<file path="config.mk">
export PLATFORM = sky130hd
export DESIGN_NAME = uart_tx_arbiter
export DESIGN_NICKNAME = d
export VERILOG_FILES = /design/src/rtl/uart_tx_arbiter.sv
export SDC_FILE = /design/constraint.sdc
export NUM_CORES = 1
export LEC_CHECK = 0
export ABC_CLOCK_PERIOD_IN_PS = 2500
export BUFFER_PORTS_ARGS = -buffer_cell sky130_fd_sc_hd__buf_2
export CORE_ASPECT_RATIO = 1.2
export CORE_MARGIN = 2
export CORE_UTILIZATION = 45
export DETAILED_ROUTE_END_ITERATION = 10
export PLACE_DENSITY = 0.71
export RECOVER_POWER = 50
export SLEW_MARGIN = 20
export SYNTH_ARGS = -nofsm -noshare
export SYNTH_HDL_FRONTEND = slang
export SYNTH_SLANG_ARGS = --single-unit
</file>
<file path="constraint.sdc">
create_clock -name clk -period 2.5 [get_ports clk]
set_input_delay 0.25 -clock clk [delete_from_list [all_inputs] [get_ports clk]]
set_output_delay 0.25 -clock clk [all_outputs]
set_load 0.02 [all_outputs]
</file>
<file path="src/rtl/uart_tx_arbiter.sv">
// Round-robin arbiter sharing one UART TX write port among N_REQ requesters.
// Each granted packet is shadowed, then pushed as a source header plus payload bytes.
module uart_tx_arbiter #(
  parameter int unsigned N_REQ     = 2,
  parameter int unsigned PKT_BYTES = 4,
  parameter logic [7:0]  HDR_BASE  = 8'hA0
) (
  input  logic                         clk,
  input  logic                         reset,
  input  logic [N_REQ-1:0]             req,
  input  logic [N_REQ*PKT_BYTES*8-1:0] pkt_data,
  input  logic                         tx_full,
  output logic                         wr_uart,
  output logic [7:0]                   w_data,
  output logic [N_REQ-1:0]             grant,
  output logic [N_REQ-1:0]             done,
  output logic                         busy
);

  localparam int unsigned PKT_W = PKT_BYTES * 8;
  localparam int unsigned ID_W  = (N_REQ > 1) ? $clog2(N_REQ) : 1;
  localparam int unsigned IDX_W = (PKT_BYTES > 1) ? $clog2(PKT_BYTES) : 1;

  typedef enum logic [1:0] {IDLE, HEADER, PAYLOAD, DONE} state_t;

  state_t           state;
  logic [PKT_W-1:0] shadow;
  logic [ID_W-1:0]  last_grant;
  logic [IDX_W-1:0] idx;

  logic [ID_W-1:0]  pick;
  logic             pick_valid;
  logic [ID_W:0]    cand;
  logic [PKT_W-1:0] pick_pkt;
  logic [N_REQ-1:0] pick_onehot;
  logic [IDX_W-1:0] idx_nxt;
  logic [7:0]       next_byte;

  // Search starts one past the previous owner and wraps modulo N_REQ.
  always_comb begin
    pick       = '0;
    pick_valid = 1'b0;
    cand       = '0;
    for (int unsigned k = 1; k <= N_REQ; k++) begin
      cand = {1'b0, last_grant} + (ID_W+1)'(k);
      if (cand >= (ID_W+1)'(N_REQ)) cand = cand - (ID_W+1)'(N_REQ);
      if (!pick_valid && req[cand[ID_W-1:0]]) begin
        pick       = cand[ID_W-1:0];
        pick_valid = 1'b1;
      end
    end
  end

  always_comb begin
    pick_pkt    = '0;
    pick_onehot = '0;
    pick_onehot[pick] = 1'b1;
    for (int unsigned i = 0; i < N_REQ; i++) begin
      if (pick == ID_W'(i)) pick_pkt = pkt_data[i*PKT_W +: PKT_W];
    end
  end

  always_comb begin
    idx_nxt   = idx + IDX_W'(1);
    next_byte = '0;
    for (int unsigned i = 0; i < PKT_BYTES; i++) begin
      if (idx_nxt == IDX_W'(i)) next_byte = shadow[i*8 +: 8];
    end
  end

  assign wr_uart = ((state == HEADER) || (state == PAYLOAD)) && !tx_full;
  assign busy    = (state != IDLE);

  // w_data is preloaded with the next byte on every push, so it stays stable under backpressure.
  always_ff @(posedge clk or negedge reset) begin
    if (!reset) begin
      state      <= IDLE;
      shadow     <= '0;
      last_grant <= ID_W'(N_REQ - 1);
      idx        <= '0;
      grant      <= '0;
      done       <= '0;
      w_data     <= '0;
    end else begin
      case (state)
        IDLE: begin
          if (pick_valid) begin
            shadow     <= pick_pkt;
            grant      <= pick_onehot;
            last_grant <= pick;
            w_data     <= HDR_BASE | 8'(pick);
            state      <= HEADER;
          end
        end
        HEADER: begin
          if (!tx_full) begin
            idx    <= '0;
            w_data <= shadow[7:0];
            state  <= PAYLOAD;
          end
        end
        PAYLOAD: begin
          if (!tx_full) begin
            if (idx == IDX_W'(PKT_BYTES - 1)) begin
              done  <= grant;
              state <= DONE;
            end else begin
              idx    <= idx_nxt;
              w_data <= next_byte;
            end
          end
        end
        DONE: begin
          done  <= '0;
          grant <= '0;
          state <= IDLE;
        end
        default: state <= IDLE;
      endcase
    end
  end

endmodule

</file>
# Word level (Yosys, flattened, before mapping)
# Index checks and enable logic that the tools add are counted.
# word_totals
mem_bits_ro	0
latchBits	0
reg_bits	49
ramBits	0
output_inout_bits	14
memories	0
elab_cells	85
in_bits	69
# op_classes
add_sub_neg	5
mux	36
n_bitwise	0
mul	0
n_eq_ne	12
reduce_logical	19
magnitude_cmp	6
shift	0
div_mod_pow	0
# op_table
op	n
8-bit two-way mux	8
32-bit two-way mux	1
8-bit one-hot mux with 3 select lines	1
2-bit two-way mux	10
2-bit one-hot mux with 2 select lines	3
1-bit two-way mux	11
2-bit == test (second input constant)	5
2-bit inequality test (second input constant)	4
2-bit one-hot mux with 4 select lines	1
4-bit AND reduction	2
2-bit nonzero test	4
1-bit by 2-bit < comparator with 1-bit output (second input constant)	3
5-bit AND reduction	1
2-bit by 1-bit == test with 1-bit output (second input constant)	2
2-bit >= comparator (second input constant)	2
2-bit zero test	2
2-bit AND reduction	2
1-bit logical AND	3
3-bit AND reduction	1
3-bit nonzero test	1
1-bit by 1-bit adder with 2-bit output (second input constant)	1
1-bit by 2-bit adder with 2-bit output (second input constant)	1
2-bit by 1-bit adder with 2-bit output (second input constant)	1
1-bit zero test	2
5 further kinds	6

# Depth between registers and ports, before layout
# Gate-level depths: netlist of run 1.
# depth
word_depth	15
mapped_depth	8
mapped_depth_nobuf	6

# Worst setup path after synthesis of run 1
# OpenSTA, ideal clock, no wires.
# synth_timing
path_type	reg-to-reg
start	register idx[0]
end	register w_data[0]
setup_ns	0.095
path_stages_with_launch	9
slack_ns	0.783
t_arrival_ns	1.622
path_buffers	2
synth_period_minus_slack_ns	1.717
required_ns	2.405
path_cell_list	dfrtp_1 inv_1 ha_1 buf_6 nor2b_4 buf_6 a21oi_2 o311a_1 o31ai_1
# synth_via
elab_chain_len	9
# synth_rtl
item	line	rtl
start: declaration	29	logic [IDX_W-1:0] idx;
start signal: assignment	108	idx <= idx_nxt;
2-bit by 1-bit adder with 2-bit output	64	idx_nxt = idx + IDX_W'(1);
2-bit zero test	67	if (idx_nxt == IDX_W'(i)) next_byte = shadow[i*8 +: 8];
8-bit two-way mux (4 in series)	67	
8-bit two-way mux	104	if (idx == IDX_W'(PKT_BYTES - 1)) begin
8-bit two-way mux	103	if (!tx_full) begin
8-bit one-hot mux with 3 select lines	85	case (state)
end signal: assignment	91	w_data <= HDR_BASE | 8'(pick);
end signal: assignment	98	w_data <= shadow[7:0];
end signal: assignment	109	w_data <= next_byte;
end: declaration	14	output logic [7:0] w_data,
# Parallel ways exist; a longest one is shown, timed or not. The select of a mux whose other input is x is not followed.
# A chain may end at the register's enable or synchronous reset.

# Final worst setup path of run 1
# layout_timing
start	register idx[0]
end	register w_data[2]
# The elaborated chain is that of the path after synthesis.

==> results.yml, run 1 <==
synthesis:
  synth_edf_count: 0
  yosys_warnings: 0
  ys_async_sr_fraction_pct: 100
  syn_nets: 364
  synth_area_um2: 2770
  yosysUniqueCellTypes: 43
  ys_seq_area_share_pct: 44.4
  synth_cells: 285
  ys.flop_type: "dfrtp_1"
  ys_ff_latch: 49
  avgSynthCellArea_um2: 9.71
die:
  placementRows: 31
  coreArea_um2: 5970
  die_h_um: 89.9
  start_util_pct: 46.3
  die-area_um2: 6790
  die_x_um: 75.6
  ios: 83
clock_tree:
  cts.path.max_buffers: 2
  ctsHoldBuffers: 1
  numClockSinks: 49
  insertion_delay_ns: 0.30
  cts_resized: 0
  clockRootBuffer: "clkbuf_8"
  cts.clk_slew.worst_paths_ns: 0.09
  cts_buffers: 5
  htreeDepth: 2
  cts_tree: "built"
  post_cts_buffers: 0
final_layout:
  layout-drive-gt1-share_pct: 25.5
  final_util_pct: 54.6
  fill_cells: 554
  syn_to_final_growth_pct: 17.9
  stdcell_count: 443
  register_area_um2: 1230
  final_cell_mix: "buf_2 (69), nand2_1 (52), dfrtp_1 (48)"
  mostFrequentLayoutCell: "buf_2"
  diodes: 0
  layout.nets: 439
  multi_input_area_um2: 1330
setup_path:
  startpoint: "idx[0]$_DFFE_PN0P_"
  regToRegEndpoint: "w_data[2]$_DFFE_PN0P_"
  cp-end-kind: "flop"
  worstPathMaxFanout: 10
  rr_worst_depth: 6
  timing.rr.start: "idx[0]$_DFFE_PN0P_"
  worst_ep_required_time_ns: 2.68
  start_kind: "flop"
  crit_type: "reg -> reg"
  r2r_slack_ns: 0.46
  arrival_ns: 2.22
  endpoint: "w_data[2]$_DFFE_PN0P_"
sta:
  clock_skew_ns: 0.00665
  rsz0062_at_grt: "false"
  min_period_ns: 2.04
  period_share_pct: 81.4
  worst_slack_ns: 0.465
  slew_headroom_pct: 15.9
  max_clock_freq_mhz: 491
  tightestPinTransition_ns: 1.26
  slew_violations: 0
  fin_setup_tns_ns: 0
  finalHoldViolations: 0
  setup_viol: 0
  whs_ns: 0.225
detailed_routing:
  wirelength_um: 6020
  first_iter_violations: 104
  vias: 2262
  drt_pass1_iterations: 6
  drc_errors: 0
  ant_nets: 0
  vias_per_cell: 5.11
  wl_per_cell_um: 13.6
placed_design:
  dp_slack_ns: 0.521
  dpl.hpwl_um: 4630
  routabilityCongestion: 0.884
  dp.cells: 434
  port_buffers: 82
status:
  status: "finished clean"
global_routing:
  grt.overflow.total: 0
  grt_max_degree: 65
  grt_pass1_vias: 2107
  grt_first_pass_wirelength_um: 9770
  antenna_found_initial: 0
  track_usage_pct: 18.7
power_and_ir_drop:
  power_density_nw_per_um2: 1150
  power.leakage_uw: 0.00159
  ir_drop_uv: 400
hold_path:
  hp-class: "in -> reg"
  whs_path_depth: 3
job:
  drv_cap: 0
==> kinds of logic after synthesis <==
kind of cell | count (synthesis) | share of synthesized area (%)
buffers and inverters | 36 | 7.96
flip-flops | 49 | 44.4
AO/OA/AOI/OAI | 88 | 20.4
adder cells (fa/ha/maj) | 10 | 4.52
AND/OR/NAND/NOR | 68 | 10.4
multiplexers | 34 | 12.3
==> worst min-delay path by stage <==
| stage | endpoint | start | slack, ns |
|---|---|---|---|
| floorplan | done[0]$_DFFE_PN0P_ | reset | -0.05 |
| global placement | grant[1]$_DFFE_PN0P_ | reset | 0.25 |
| detailed placement | done[1]$_DFFE_PN0P_ | reset | 0.26 |
| CTS | shadow[18]$_DFFE_PN0P_ | pkt_data[18] | 0.23 |
| global route | shadow[6]$_DFFE_PN0P_ | pkt_data[6] | 0.24 |
| finish | shadow[27]$_DFFE_PN0P_ | pkt_data[27] | 0.23 |
==> final cells by class <==
| class | instances | share of cell area (%) |
|---|---|---|
| clock inverter | 1 | 0.153 |
| sequential | 49 | 37.6 |
| tap | 82 | 3.15 |
| clock buffer | 7 | 2.95 |
| multi-input combinational | 200 | 40.8 |
| timing repair buffer | 87 | 13.3 |
| inverter | 17 | 1.96 |
==> Yosys cell counts (2+ instances only) <==
library cell	number	area (um^2)
dfrtp_1	48	1200
buf_4	3	22.5
a222oi_1	5	50.1
o21ai_1	6	30.0
a221o_2	2	22.5
buf_6	5	56.3
nand2_1	52	195
clkbuf_1	4	15.0
a31oi_1	3	18.8
ha_1	10	125
clkbuf_8	2	27.5
buf_2	3	15.0
a221o_1	4	40.0
inv_1	17	63.8
mux2i_1	34	340
o21ai_0	40	200
nor2_1	6	22.5
a21oi_1	12	60.1
a221oi_1	2	17.5
o31ai_1	2	15.0
nor2b_1	3	18.8
==> flip-flops by register name, indices dropped and copies added (netlist names) <==
name        count
done            2
grant           2
idx             2
shadow         32
state           2
w_data          8
last_grant      1
==> per-stage QoR <==
stage / instance area [um^2] / power (uW)
detailed placement: 3170 / 3290
global placement: 3170 / 3210
global route: 3260 / 4090
finish: 3260 / 3750
floorplan: 2770 / 2830
CTS: 3280 / 3790
==> where the power goes <==
| part | switching, uW | internal [uW] |
|---|---|---|
| registers | 286 | 1170 |
| logic | 1070 | 715 |
| clock network | 257 | 250 |
| total | 1620 | 2140 |
==> critical path: stages (launching register included) <==
cell and delay (ns):
dfrtp_1 0.46, inv_1 0.11, ha_1 0.40, nor2b_4 0.12
a221o_1 0.35, a222oi_1 0.38, o21ai_1 0.10
==> routing by layer <==
metal / vias to the layer above / routed length (um) / GRT usage, % / share of wire (%)
li1: 1160 / - / - / -
met1: 1005 / 2650 / 25.3 / 44
met2: 85 / 2920 / 29.9 / 49
met3: 12 / 313 / 3.81 / 5.2
met4: 0 / 133 / 5.41 / 2.2
met5: - / 0 / 0 / 0
(Power assumes the default switching activity.)
==> inputs of run 2 (changes only) <==
- ABC_CLOCK_PERIOD_IN_PS: 2500 -> 1700
- PLACE_DENSITY: 0.71 -> 0.74
- clock period: 2.5 -> 1.7 ns (I/O delays scaled with it)
==> results.yml, run 2 (same netlist as run 1, synthesis figures left out) <==
die:
  ios: 83
  die_x_um: 75.6
  placementRows: 31
  die_h_um: 89.9
  coreArea_um2: 5970
  die-area_um2: 6790
  start_util_pct: 46.3
final_layout:
  diodes: 0
  design_area_um2: 3590
  final_util_pct: 60.1
  fill_cells: 515
  mostFrequentLayoutCell: "buf_2"
  layout.nets: 458
  regMostFlops: "shadow"
  largest_reg_flops: 32
  largestRegisters: "shadow (32), w_data (8)"
  layout-drive-gt1-share_pct: 36.3
  stdcell_count: 462
  syn_to_final_growth_pct: 29.8
  final_cell_mix: "buf_2 (79), nand2_1 (52), dfrtp_1 (48)"
global_routing:
  grt.overflow.total: 0
  antenna_found_initial: 0
  grt_first_pass_wirelength_um: 11000
  track_usage_pct: 20.9
  grt_max_degree: 53
  grt_pass1_vias: 2355
setup_path:
  timing.rr.start: "idx[0]$_DFFE_PN0P_"
  startpoint: "idx[0]$_DFFE_PN0P_"
  regToRegEndpoint: "w_data[4]$_DFFE_PN0P_"
  worst_ep_required_time_ns: 1.89
  endpoint: "w_data[4]$_DFFE_PN0P_"
  worstPathMaxFanout: 7
  arrival_ns: 1.91
  r2r_slack_ns: -0.02
  start_kind: "flop"
  cp-end-kind: "flop"
  crit_type: "reg -> reg"
  rr_worst_depth: 6
clock_tree:
  cts_buffers: 5
  clockRootBuffer: "clkbuf_8"
  htreeDepth: 2
  cts.clk_slew.worst_paths_ns: 0.09
  cts.path.max_buffers: 2
  cts_tree: "built"
  numClockSinks: 49
  insertion_delay_ns: 0.30
job:
  drv_cap: 0
power_and_ir_drop:
  power.leakage_uw: 0.00175
  ir_drop_uv: 731
  power_density_nw_per_um2: 1790
hold_path:
  hp-class: "in -> reg"
  holdCritStartpoint: "pkt_data[21]"
detailed_routing:
  first_iter_violations: 115
  ant_nets: 0
  vias_per_cell: 5.17
  drt_pass1_iterations: 5
  vias: 2388
  drc_errors: 0
  wirelength_um: 6720
  wl_per_cell_um: 14.5
sta:
  slew_violations: 0
  rsz0062_at_grt: "true"
  worst_slack_ns: -0.0245
  period_share_pct: 101
  slew_headroom_pct: 54.6
  clock_skew_ns: 0.00670
  finalHoldViolations: 0
  max_clock_freq_mhz: 580
  setup_viol: 2
  tightestPinTransition_ns: 0.681
  min_period_ns: 1.72
placed_design:
  dp_slack_ns: -0.113
  dp.cells: 445
  dpl.hpwl_um: 4910
  place_area_um2: 3300
  routabilityCongestion: 0.825
  port_buffers: 82
status:
  status: "complete, but fails checks"
  violations: "setup timing"
[run 2: cell type report]
class | count | area, um^2 | area share, %
timing repair buffer | 106 | 633 | 17.6
clock inverter | 1 | 30.0 | 0.836
clock buffer | 7 | 86.3 | 2.40
tap | 82 | 103 | 2.86
multi-input combinational | 200 | 1450 | 40.3
inverter | 17 | 63.8 | 1.78
sequential | 49 | 1230 | 34.2
[run 2: worst min path at each step]
stage          slack [ns]  depth (start not counted)                endpoint
2_1_floorplan       -0.13                          0     done[0]$_DFFE_PN0P_
3_3_place_gp         0.17                          2    grant[1]$_DFFE_PN0P_
3_5_place_dp         0.18                          2    grant[1]$_DFFE_PN0P_
4_1_cts              0.15                          3  shadow[21]$_DFFE_PN0P_
5_1_grt              0.16                          3  shadow[21]$_DFFE_PN0P_
6_report             0.15                          3  shadow[21]$_DFFE_PN0P_
[run 2: worst max-delay path, cell delays in order (launching register included)]
cell and delay (ns):
dfrtp_1 0.43, buf_6 0.14, ha_4 0.15, nor2b_4 0.14, a221o_1 0.34, a222oi_1 0.31, o21ai_1 0.09
[run 2: repair_timing]
item	in CTS	in global routing
buffers inserted	5	3
setup endpoints to repair	9	14
hold buffers	1	0
gates resized for setup	13	14
pin swaps	4	9
hold endpoints to repair	48	0
[run 2: through the flow]
stage                     hold slack (ns)  total power [uW]  TNS, ns
after floorplan                    -0.126              4220  -0.0417
after global placement              0.169              5020        0
after detailed placement            0.176              5150   -0.718
after CTS                           0.155              6230  -0.0333
after global routing                0.161              6890   -0.419
final                               0.153              6410  -0.0451
[run 2: layer usage]
| metal | wire length [um] | vias up | global-route usage, % | part of all wire (%) |
|---|---|---|---|---|
| met5 | 0 | - | 0 | 0 |
| li1 | - | 1192 | - | - |
| met4 | 226 | 0 | 8.48 | 3.4 |
| met2 | 3350 | 84 | 34.0 | 50 |
| met1 | 2850 | 1092 | 27.0 | 42 |
| met3 | 301 | 20 | 3.70 | 4.5 |
[run 2: power breakdown]
group / total [uW] / internal, uW / switching [uW]
Clock: 865 / 480 / 385
Combinational: 3410 / 1530 / 1880
Sequential: 2140 / 1720 / 418
Total: 6410 / 3730 / 2680
==> inputs of run 3 (changes only) <==
- RECOVER_POWER: 50 -> not set
==> results.yml, run 3 (same netlist as run 1, synthesis figures left out) <==
detailed_routing:
  drt_pass1_iterations: 5
  top_layer_used: "met4"
  dr_wl_met2_um: 3390
  vias_per_cell: 5.18
  first_iter_violations: 122
  ant_nets: 0
  met1Wirelength_um: 2810
  vias: 2395
  wl_per_cell_um: 14.6
  dr_wl_met3_um: 327
  wirelength_um: 6720
  drc_errors: 0
final_layout:
  largest_reg_flops: 32
  syn_to_final_growth_pct: 30.1
  mostFrequentLayoutCell: "buf_2"
  largestRegisters: "shadow (32), w_data (8)"
  final_cell_mix: "buf_2 (82), nand2_1 (52), dfrtp_1 (48)"
  regMostFlops: "shadow"
  fill_cells: 511
  final_util_pct: 60.3
  layout-drive-gt1-share_pct: 37.1
  diodes: 0
  layout.nets: 458
job:
  drv_cap: 0
hold_path:
  whs_path_depth: 3
  hp-class: "in -> reg"
setup_path:
  worst_ep_required_time_ns: 1.89
  crit_cells: 6
  timing.rr.start: "idx[0]$_DFFE_PN0P_"
  start_kind: "flop"
  critPathMaxStageDelay_ns: 0.43
  cp-end-kind: "flop"
  r2r_slack_ns: -0.03
  critPathBufInv: 1
  crit_family: "compound AO/OA/AOI/OAI gates"
  worstPathMaxFanout: 7
  startpoint: "idx[0]$_DFFE_PN0P_"
  endpoint: "w_data[4]$_DFFE_PN0P_"
  slowest_stage: "dfrtp_1"
  arrival_ns: 1.91
  regToRegEndpoint: "w_data[4]$_DFFE_PN0P_"
  path_cells: "buf_6, ha_4, nor2b_4, a221o_1, a222oi_1, o21ai_1"
  rr_worst_depth: 6
  crit_type: "reg -> reg"
status:
  status: "complete, but fails checks"
  violations: "setup timing"
placed_design:
  dpl.hpwl_um: 4910
  port_buffers: 82
  dp_slack_ns: -0.113
  routabilityCongestion: 0.825
die:
  die_x_um: 75.6
  start_util_pct: 46.3
  placementRows: 31
  coreArea_um2: 5970
  ios: 83
  die_h_um: 89.9
  die-area_um2: 6790
clock_tree:
  cts_tree: "built"
  clockRootBuffer: "clkbuf_8"
  htreeDepth: 2
  cts.path.max_buffers: 2
  numClockSinks: 49
  cts_buffers: 5
  cts.clk_slew.worst_paths_ns: 0.09
  insertion_delay_ns: 0.30
sta:
  max_clock_freq_mhz: 579
  setup_viol: 4
  rsz0062_at_grt: "true"
  min_period_ns: 1.73
  clock_skew_ns: 0.00655
  worst_slack_ns: -0.0282
  slew_violations: 0
  period_share_pct: 102
  tightestPinTransition_ns: 0.351
  slew_headroom_pct: 76.5
  finalHoldViolations: 0
power_and_ir_drop:
  ir_drop_uv: 729
  power.leakage_uw: 0.00177
  power_density_nw_per_um2: 1790
  finalPower_uw: 6430
global_routing:
  grt_max_degree: 53
  track_usage_pct: 20.9
  grt.overflow.total: 0
  grt_first_pass_wirelength_um: 11000
  grt_pass1_vias: 2355
  antenna_found_initial: 0
==> run 3: cell count changes in the layout (fill, tap and decap cells not counted) <==
cell / before / now
clkbuf_2: 2 / 0
buf_2: 79 / 82
buf_4: 15 / 17
clkbuf_1: 4 / 1
==> run 3: final cells by class <==
type | count | area [um^2] | share of cell area (%)
Clock buffer | 7 | 86.3 | 2.40
Timing Repair Buffer | 106 | 642 | 17.8
Inverter | 17 | 63.8 | 1.77
Tap cell | 82 | 103 | 2.85
Sequential cell | 49 | 1230 | 34.1
Multi-Input combinational cell | 200 | 1450 | 40.2
Clock inverter | 1 | 30.0 | 0.834
==> run 3: report_power, final <==
group	total, uW	switching (uW)	leakage (uW)	internal, uW
registers	2140	418	0.000616	1720
logic	3420	1880	0.00109	1540
clock network	863	383	0.0000585	480
total	6430	2680	0.00177	3740
==> run 3: how the worst min path moves through the flow <==
| stage | slack (ns) | startpoint | endpoint |
|---|---|---|---|
| CTS | 0.15 | pkt_data[21] | shadow[21]$_DFFE_PN0P_ |
| global placement | 0.17 | reset | grant[1]$_DFFE_PN0P_ |
| finish | 0.15 | pkt_data[21] | shadow[21]$_DFFE_PN0P_ |
| floorplan | -0.13 | reset | done[0]$_DFFE_PN0P_ |
| detailed placement | 0.18 | reset | grant[1]$_DFFE_PN0P_ |
| global route | 0.16 | pkt_data[21] | shadow[21]$_DFFE_PN0P_ |
==> run 3: timing repair <==
item / 4_1_cts / 5_1_grt
setup buffers: 5 / 3
endpoints found under the hold margin: 48 / 0
setup endpoints to repair: 9 / 14
hold buffers: 1 / 0
resized for setup: 13 / 14
pin swaps: 4 / 9
==> run 3: worst register-to-register path, stage by stage (launching register included) <==
cell	delay [ns]
dfrtp_1	0.43
buf_6	0.14
ha_4	0.15
nor2b_4	0.14
a221o_1	0.34
a222oi_1	0.31
o21ai_1	0.09
==> run 3: layer usage <==
layer,up-vias,track usage [%]
met2,91,34.0
met3,18,3.70
met1,1092,27.0
li1,1194,-
met4,0,8.48
met5,-,0
==> run 3: metrics by stage <==
| step | instance area, um^2 | hold slack [ns] | cells | setup TNS (ns) |
|---|---|---|---|---|
| 3_3_place_gp | 3300 | 0.169 | 445 | 0 |
| 3_5_place_dp | 3300 | 0.176 | 445 | -0.718 |
| 4_1_cts | 3520 | 0.155 | 459 | -0.0333 |
| 5_1_grt | 3600 | 0.161 | 462 | -0.419 |
| 6_report | 3600 | 0.152 | 462 | -0.0716 |
| 2_1_floorplan | 2780 | -0.126 | 285 | -0.0417 |
